**src/rtl/demux_1to8_bit.sv**
```systemverilog
// demux_1to8_bit
// Registered 1-to-8 demultiplexer. A data bit and a 3-bit address are captured
// together on a rising clk edge when en is high. The registered bit is then
// steered onto outp[adr_q]. All other lines sit at the inactive level.
// Because outp is decoded only from registers, there is no input-to-output
// combinational path and no intermediate selection glitch when inp and adr
// change together.
//
// Build option: define DEMUX1TO8BIT_TRISTATE_EN to make the unselected lines
// drive 1'bz instead of 0. In that build all eight lines also drive Z while
// rst_n is low, so a block held in reset cannot contend the shared row bus.
// The default build (macro undefined) never produces Z.

module demux_1to8_bit (
    input  logic       clk,
    input  logic       rst_n,
    input  logic       en,
    input  logic       inp,
    input  logic [2:0] adr,
    output logic [7:0] outp,
    output logic [2:0] adr_q
);

    logic       d_q;
    logic       d_d;
    logic [2:0] adr_d;
    logic [7:0] sel;

    // Next-state: load a new bit/address pair when enabled, otherwise hold.
    always_comb begin
        d_d   = d_q;
        adr_d = adr_q;
        if (en) begin
            d_d   = inp;
            adr_d = adr;
        end
    end

    // Data and address registers, cleared immediately by rst_n.
    always_ff @(posedge clk or negedge rst_n) begin
        if (!rst_n) begin
            d_q   <= 1'b0;
            adr_q <= 3'b000;
        end else begin
            d_q   <= d_d;
            adr_q <= adr_d;
        end
    end

    // One-hot line select decoded from the registered address.
    always_comb begin
        sel = 8'b0000_0001 << adr_q;
    end

`ifdef DEMUX1TO8BIT_TRISTATE_EN
    // Output drive: the selected line carries d_q and the others float.
    // Reset floats every line regardless of the register contents.
    always_comb begin
        outp = 8'bzzzz_zzzz;
        if (rst_n) begin
            for (int i = 0; i < 8; i++) begin
                if (sel[i]) begin
                    outp[i] = d_q;
                end
            end
        end
    end
`else
    // Output drive: the selected line carries d_q and the others are held at 0.
    // Reset clears d_q, so outp is all zeros without a separate term.
    always_comb begin
        outp = sel & {8{d_q}};
    end
`endif

endmodule

```
**config.mk**
```make
export PLATFORM = sky130hd
export DESIGN_NAME = demux_1to8_bit
export DESIGN_NICKNAME = d
export VERILOG_FILES = /design/src/rtl/demux_1to8_bit.sv
export SDC_FILE = /design/constraint.sdc
export NUM_CORES = 1
export LEC_CHECK = 0
export BUFFER_PORTS_ARGS = -buffer_cell sky130_fd_sc_hd__buf_2
export CAP_MARGIN = 15
export CORE_AREA = 2 2 39 41
export DETAILED_ROUTE_END_ITERATION = 12
export DIE_AREA = 0 0 41 43
export PLACE_DENSITY_LB_ADDON = 0.05
export SKIP_LAST_GASP = 1
export SLEW_MARGIN = 30
export SYNTH_ARGS = -nofsm -noshare
export SYNTH_HDL_FRONTEND = slang
export SYNTH_SLANG_ARGS = --single-unit
```
**constraint.sdc**
```tcl
create_clock -name clk -period 1.3 [get_ports clk]
set_input_delay 0.39 -clock clk [delete_from_list [all_inputs] [get_ports clk]]
set_output_delay 0.39 -clock clk [all_outputs]
set_load 0.02 [all_outputs]
```
After elaboration in Yosys (flattened, before gate mapping)
Cells that the tools add are included.
{"block": "classes", "mux": 0, "reduce_logical": 0, "bitwise": 1, "n_addsub": 0, "n_div": 0, "n_eq_ne": 0, "n_shift": 1, "order_cmp": 0, "multipliers": 0}
{"cell": "AND 8 bit", "count": 1}
{"cell": "<< shifter 1 x 3 -> 8 bit (first input constant)", "count": 1}
{"block": "totals", "wordCells": 4, "latch_bits": 0, "mem_count": 0, "ram_bits": 0, "output_inout_bits": 11, "romBits": 0, "ff_bits": 4, "inputBits": 7}

Logic depth before layout (Yosys ltp)
Gate-level depths: netlist of run 1.
{"block": "depth", "depth_word": 2, "ltp_mapped": 1, "ltp_nobuf": 1}

Least setup slack after synthesis of run 1
OpenSTA, ideal clock, no wires.
{"block": "synth_path", "path_kind": "register -> output", "startpoint": "register adr_q[2]", "endpoint": "output outp[0]", "path_stages_with_launch": 2, "required_ns": 0.910, "arrival_time_ns": 1.046, "path_slack_ns": -0.136, "path_cell_list": "dfrtp_1 nor4b_2"}
{"block": "synth_between", "elab_chain_len": 2}
{"item": "from (decl)", "line": "21", "text": "output logic [2:0] adr_q"}
{"item": "from (signal assigned)", "line": "46", "text": "adr_q <= adr_d;"}
{"item": "<< shifter 1 x 3 -> 8 bit", "line": "52", "text": "sel = 8'b0000_0001 << adr_q;"}
{"item": "AND 8 bit", "line": "72", "text": "outp = sel & {8{d_q}};"}
{"item": "to (decl)", "line": "20", "text": "output logic [7:0] outp,"}
Every way passes these cells.

Worst setup path after layout of run 1
{"block": "layout_path", "startpoint": "register adr_q[2]", "endpoint": "output outp[3]"}
Same word-level chain as after synthesis.

==> results of run 1 <==
[registers in the layout, summed over array words and instances (netlist names)]
| signal | flops |
|---|---|
| adr_q | 3 |
| d_q | 1 |
[power by group]
group,switching [mW],internal [mW]
Clock,0.0512,0.115
Combinational,0.0569,0.0737
Sequential,0.0260,0.140
[Yosys cell counts (all sizes together)]
library cell	n
mux2	4
and4b	3
dfrtp	4
and4	1
and4bb	3
nor4b	1
[logic make-up (layout without fill, tap and decap cells)]
logic type / count (synthesis) / count (layout) / share of synthesized area, %
and+or+nand+nor: 8 / 8 / 39.9
muxes: 4 / 4 / 18.7
DFF: 4 / 4 / 41.5
buffers and inverters: 0 / 24 / 0
[timing repair]
action,CTS,global route
endpoints found under the hold margin,4,0
hold buffers,1,0
buffers inserted,0,2
gates resized for setup,1,14
setup endpoints to repair,8,10
[worst paths after layout]
path,startpoint,to,slack (ns),cells after the start
min,adr[1],adr_q[1],0.39,2
min reg2reg,adr_q[0],adr_q[0],0.64,1
max,adr_q[2],outp[3],-0.26,3
min in group asynchronous,rst_n,adr_q[1],0.49,2
max in group asynchronous,rst_n,adr_q[0],0.67,2
max reg2reg,adr_q[2],adr_q[2],0.38,2
[cell usage in the layout, fill, tap and decap left out, drive strengths merged]
cell         instances
and4                 1
and4b                3
and4bb               3
buf                 19
clkbuf               4
dfrtp                4
dlygate4sd3          1
mux2                 4
nor4b                1
[layout make-up]
cell class	instances	area, µm²	share of cell area, %
clock buffers	4	26.3	5.90
multi-input cells	12	150	33.7
well taps	16	20.0	4.49
flip-flops and latches	4	104	23.3
repair buffers	20	145	32.6
[routing by layer]
metal  vias to the layer above  GRT usage (%)  share of wire [%]
met3                         0           3.14                9.8
met4                         0           8.00                  0
met2                        14           10.9                 44
met5                         -              0                  0
met1                       109           10.4                 46
li1                        119              -                  -
==> results by group, run 1 <==
Status
  • Status: finished with violations
  • Violated checks: negative setup slack

Synthesis
  • Synth Cell Area: 241 µm²
  • Syn_nets: 23
  • Post-synth top area share: roughly 41%
  • Leading area contributor after synthesis: dfrtp_1
  • Cell count after synthesis: 16
  • Top cells by area, synth: dfrtp_1 (41%), mux2_2 (19%), and4b_2 (14%)
  • Distinct cells, synth: 7
  • Mean Syn Cell Area: 15.1 µm²
  • Synthesized flop and latch total: 4
  • Seq/Total Area, Yosys: between 40% and 50%
  • Yosys warns: 0

Timing
  • Final Setup Violations: 9
  • Slew @ Worst Pin: 0.206 ns
  • Period utilisation layout: 120%
  • Setup TNS: -1.89 ns
  • Max-slew violation count: 0
  • Worst slew margin: a little under nine tenths
  • Max Clock Freq: between 0.6 and 0.7 GHz
  • Fin. Hold Viols: 0
  • Hold slack: ~0.39 ns
  • Fin crit period: 1.56 ns
  • RSZ-0062 raised after global routing: yes
  • Fin worst setup slack: -0.257 ns
  • Fin Clk Skew: 0 ns

Die
  • Die area: between 0.0015 and 0.002 mm²
  • Initial Util: around 17%
  • # IOs: 18
  • Die width: just over 40 µm
  • Site row count: 14
  • DIE HEIGHT: about 43 µm
  • CORE AREA: between 0.001 and 0.0015 mm²

Placed design
  • Placed cell count: between 40 and 50
  • GPL Wtd Cong: 0.575
  • IO buf count: 17
  • Post-DP Area: around 360 µm²
  • Setup slack at placement: -0.0136 ns
  • DP HPWL: around 500 µm

Setup path
  • Required @ worst endpoint: roughly 0.91 ns
  • Setup crit start kind: flip-flop
  • CP max-delay cell: dfrtp_2
  • Data arrival, critical path: about 1.2 ns
  • Highest fanout seen on the critical path: 4
  • Crit-path leading delay family: flip-flops
  • Crit path buf inv count: 2
  • Critical path type: reg2out
  • Critical path, cell by cell: buf_6 -> and4b_2 -> buf_6
  • Worst path max stage delay: roughly 0.42 ns
  • Most common cell on crit path: buf_6
  • CP endpoint kind: output port

Cells and area
  • Fin util: between 30% and 40%
  • Area grow syn2layout: 84.5%
  • # diodes: 0
  • Fin area: roughly 450 µm²
  • Nets: 48
  • Final Non-Filler Cells: 56
  • Layout cell share with drive strength beyond 1: between 90% and 100%
  • Number of fill cells in the layout: 143

Route
  • Detailed Route WL: about 630 µm
  • # DRC: 0
  • DR vias: approximately 240
  • Post-route ant nets: 0
  • Wire length per cell: about 11 µm
  • DR vias/cell: ~4.3
  • Drt first pass iters: 2
  • Initial DRC Count: 2

Power and ir drop
  • Pleak: around 0.22 nW
  • PwrDens: just over 1000 mW/mm²
  • Max rail drop VDD: roughly 0.57 mV
  • Total power: around 0.46 mW

Clock tree
  • Clk sinks: 4
  • Number of buffers created by CTS: 3
  • Clock root cell: clkbuf_4
  • Worst-Skew Late Latency: 0.23 ns
  • H-tree depth: 1
  • CTS Buffer Depth: 2
  • Clk pin slew, worst setup/hold paths: 0.04 ns
  • CTS tree: yes

GRT
  • Total GRT Usage: roughly 8.6%
  • First-pass GRT wire length: approximately 990 µm
  • Remaining Overflow, GRT: 0
  • Pin count of the biggest net entering global routing: 11
  • Antenna violations before repair: 0
  • Vias in the first global route: around 220

Min path
  • Worst min-delay path category: in2reg

Flow run
  • Max Cap Viol: 0
(Power assumes the default switching activity.)
==> run 2, diff against run 1 <==
- CORE_AREA: 2 2 39 41 -> 10 10 47 49
- DIE_AREA: 0 0 41 43 -> 0 0 57 59
==> run 2 against run 1 <==
The run still ends with negative setup slack left. Sequential share of layout area fell by 2.1 points. Worst setup slack gained 0.0043 ns. Utilization is 2.8 points higher. Hold slack gained 0.0018 ns. Wire length increased by 29%. Clock skew did not move. Non-clock buffer count grew 3. First-iteration DRC count shrank 100%. Sequential power barely moved. Largest cell class is now non-clock buffers.
==> results by group, run 2 (synthesized netlist as in run 1, its figures left out) <==
Die
  • Die width: 57 µm (+39%)
  • Die area: 0.00336 mm² (+91%)
  • DIE HEIGHT: 59 µm (+37%)
  • Initial Util: 17.2% (-0.22 points)
  • # IOs: 18 (unchanged)
  • CORE AREA: 0.00140 mm² (+1.3%)
  • Site row count: 14 (unchanged)

Setup path
  • Setup crit start kind: flip-flop
  • Worst flop-to-flop path endpoint: adr_q[2]
  • R2r setup slk: 0.12 ns (-0.26 ns)
  • CP endpoint kind: output port
  • R2r startpoint: adr_q[2]
  • Highest fanout seen on the critical path: 6 (+2)
  • Crit path to: outp[4]
  • Required @ worst endpoint: 0.91 ns (about the same)
  • Reg2Reg Depth: 4 (+2)
  • Data arrival, critical path: 1.16 ns (about the same)
  • Critical path type: reg2out
  • Worst Setup SP: adr_q[2]

Cells and area
  • Most frequent cells in the layout: buf_6 (9), buf_2 (8), buf_4 (5)
  • Number of fill cells in the layout: 146 (+2.1%)
  • Nets: 51 (+6.3%)
  • Largest register FFs: 3 (unchanged)
  • Fin area: 490 µm² (+10%)
  • Commonest non-fill, non-tap cell in the layout: buf_6
  • Reg with most FFs: adr_q
  • # diodes: 0 (unchanged)
  • Biggest regs: adr_q x3, d_q x1
  • Layout cell share with drive strength beyond 1: 90.7% (+0.70 points)
  • Area grow syn2layout: 103%
  • Final Non-Filler Cells: 59 (+5.4%)
  • Fin util: 35.0% (+2.8 points)

Timing
  • Max Clock Freq: 0.644 GHz (+0.28%)
  • Fin crit period: 1.55 ns (-0.00431 ns)
  • Hold slack: 0.388 ns (+0.00176 ns)
  • Max-slew violation count: 0 (unchanged)
  • Final Setup Violations: 10 (+1)
  • Fin Clk Skew: 0 ns (unchanged)
  • Setup TNS: -2.03 ns (-0.143 ns)
  • RSZ-0062 raised after global routing: yes
  • Period utilisation layout: 119% (-0.33 points)
  • Fin worst setup slack: -0.253 ns (+0.00431 ns)
  • Slew @ Worst Pin: 0.207 ns (+0.000977 ns)
  • Worst slew margin: 86.2% (about the same)
  • Fin. Hold Viols: 0 (unchanged)

Clock tree
  • Clk pin slew, worst setup/hold paths: 0.04 ns (about the same)
  • Number of buffers created by CTS: 3 (unchanged)
  • CTS tree: yes
  • Worst-Skew Late Latency: 0.23 ns (about the same)
  • CTS Buffer Depth: 2 (unchanged)
  • H-tree depth: 1 (unchanged)
  • Clk sinks: 4 (unchanged)
  • Clock root cell: clkbuf_4

Route
  • Post-route ant nets: 0 (unchanged)
  • Drt first pass iters: 1 (-1)
  • # DRC: 0 (unchanged)
  • Wire length per cell: 13.8 µm (+22%)
  • DR vias: 254 (+5.0%)
  • Initial DRC Count: 0 (-2)
  • Detailed Route WL: 814 µm (+29%)
  • DR vias/cell: 4.31 (-0.38%)

Min path
  • Worst min-delay path category: in2reg

Placed design
  • Setup slack at placement: -0.00740 ns (+0.00623 ns)
  • DP HPWL: 627 µm (+28%)
  • Placed cell count: 50 (+2.0%)
  • GPL Wtd Cong: 0.621 (+8.1%)
  • Post-DP Area: 367 µm² (+2.1%)
  • IO buf count: 17 (unchanged)

GRT
  • Pin count of the biggest net entering global routing: 11 (unchanged)
  • Remaining Overflow, GRT: 0 (unchanged)
  • First-pass GRT wire length: 1.35 mm (+36%)
  • Antenna violations before repair: 0 (unchanged)
  • Vias in the first global route: 294 (+32%)
  • Total GRT Usage: 4.98% (-3.6 points)

Power and ir drop
  • Total power: 0.491 mW (+6.2%)
  • PwrDens: 1000 mW/mm² (-3.5%)
  • Max rail drop VDD: 0.490 mV (-14%)
  • Pleak: 0.235 nW (+9.0%)

Status
  • Status: finished with violations
  • Violated checks: negative setup slack

Flow run
  • Max Cap Viol: 0 (unchanged)
==> run 2: cell types whose count changed in the layout (fill, tap and decap cells not counted) <==
cell and delta:
and4_4 +1, buf_2 -4, and4_2 -1, buf_6 +3
buf_4 +4
==> run 2: layout make-up <==
type | count | area, µm² | share of cell area (%)
Timing Repair Buffer | 23 | 189 | 38.5
Multi-Input combinational cell | 12 | 151 | 30.9
Sequential cell | 4 | 104 | 21.2
Clock buffer | 4 | 26.3 | 5.36
Tap cell | 16 | 20.0 | 4.08
==> run 2: per-layer routing <==
metal | share of wire [%] | track usage, %
met1 | 36 | 4.79
met2 | 48 | 7.60
met3 | 16 | 3.65
met4 | 0 | 3.02
met5 | 0 | 0
==> run 2: worst max-delay path, cell delays in order (launching register included) <==
cell	delay [ns]
dfrtp_2	0.44
buf_6	0.14
and4bb_2	0.22
buf_6	0.13
==> run 2: how the worst min path moves through the flow <==
stage	start	slack (ns)	cells past startpoint	to
floorplan	rst_n	0.09	0	adr_q[0]
global placement	rst_n	0.20	1	d_q
detailed placement	rst_n	0.20	1	d_q
CTS	adr[0]	0.38	2	adr_q[0]
global route	adr[0]	0.38	2	adr_q[0]
finish	adr[0]	0.39	2	adr_q[0]
==> run 2: timing repair <==
| action | in CTS | in global routing |
|---|---|---|
| setup endpoints to repair | 9 | 11 |
| endpoints found under the hold margin | 4 | 0 |
| pin swaps | 0 | 2 |
| resized for setup | 11 | 12 |
| buffers inserted | 2 | 2 |
| hold buffers | 1 | 0 |
==> run 2: where the power goes <==
group          internal, mW  switching [mW]
logic                0.0950          0.0638
registers             0.140          0.0265
clock network         0.115          0.0513
total                 0.350           0.142
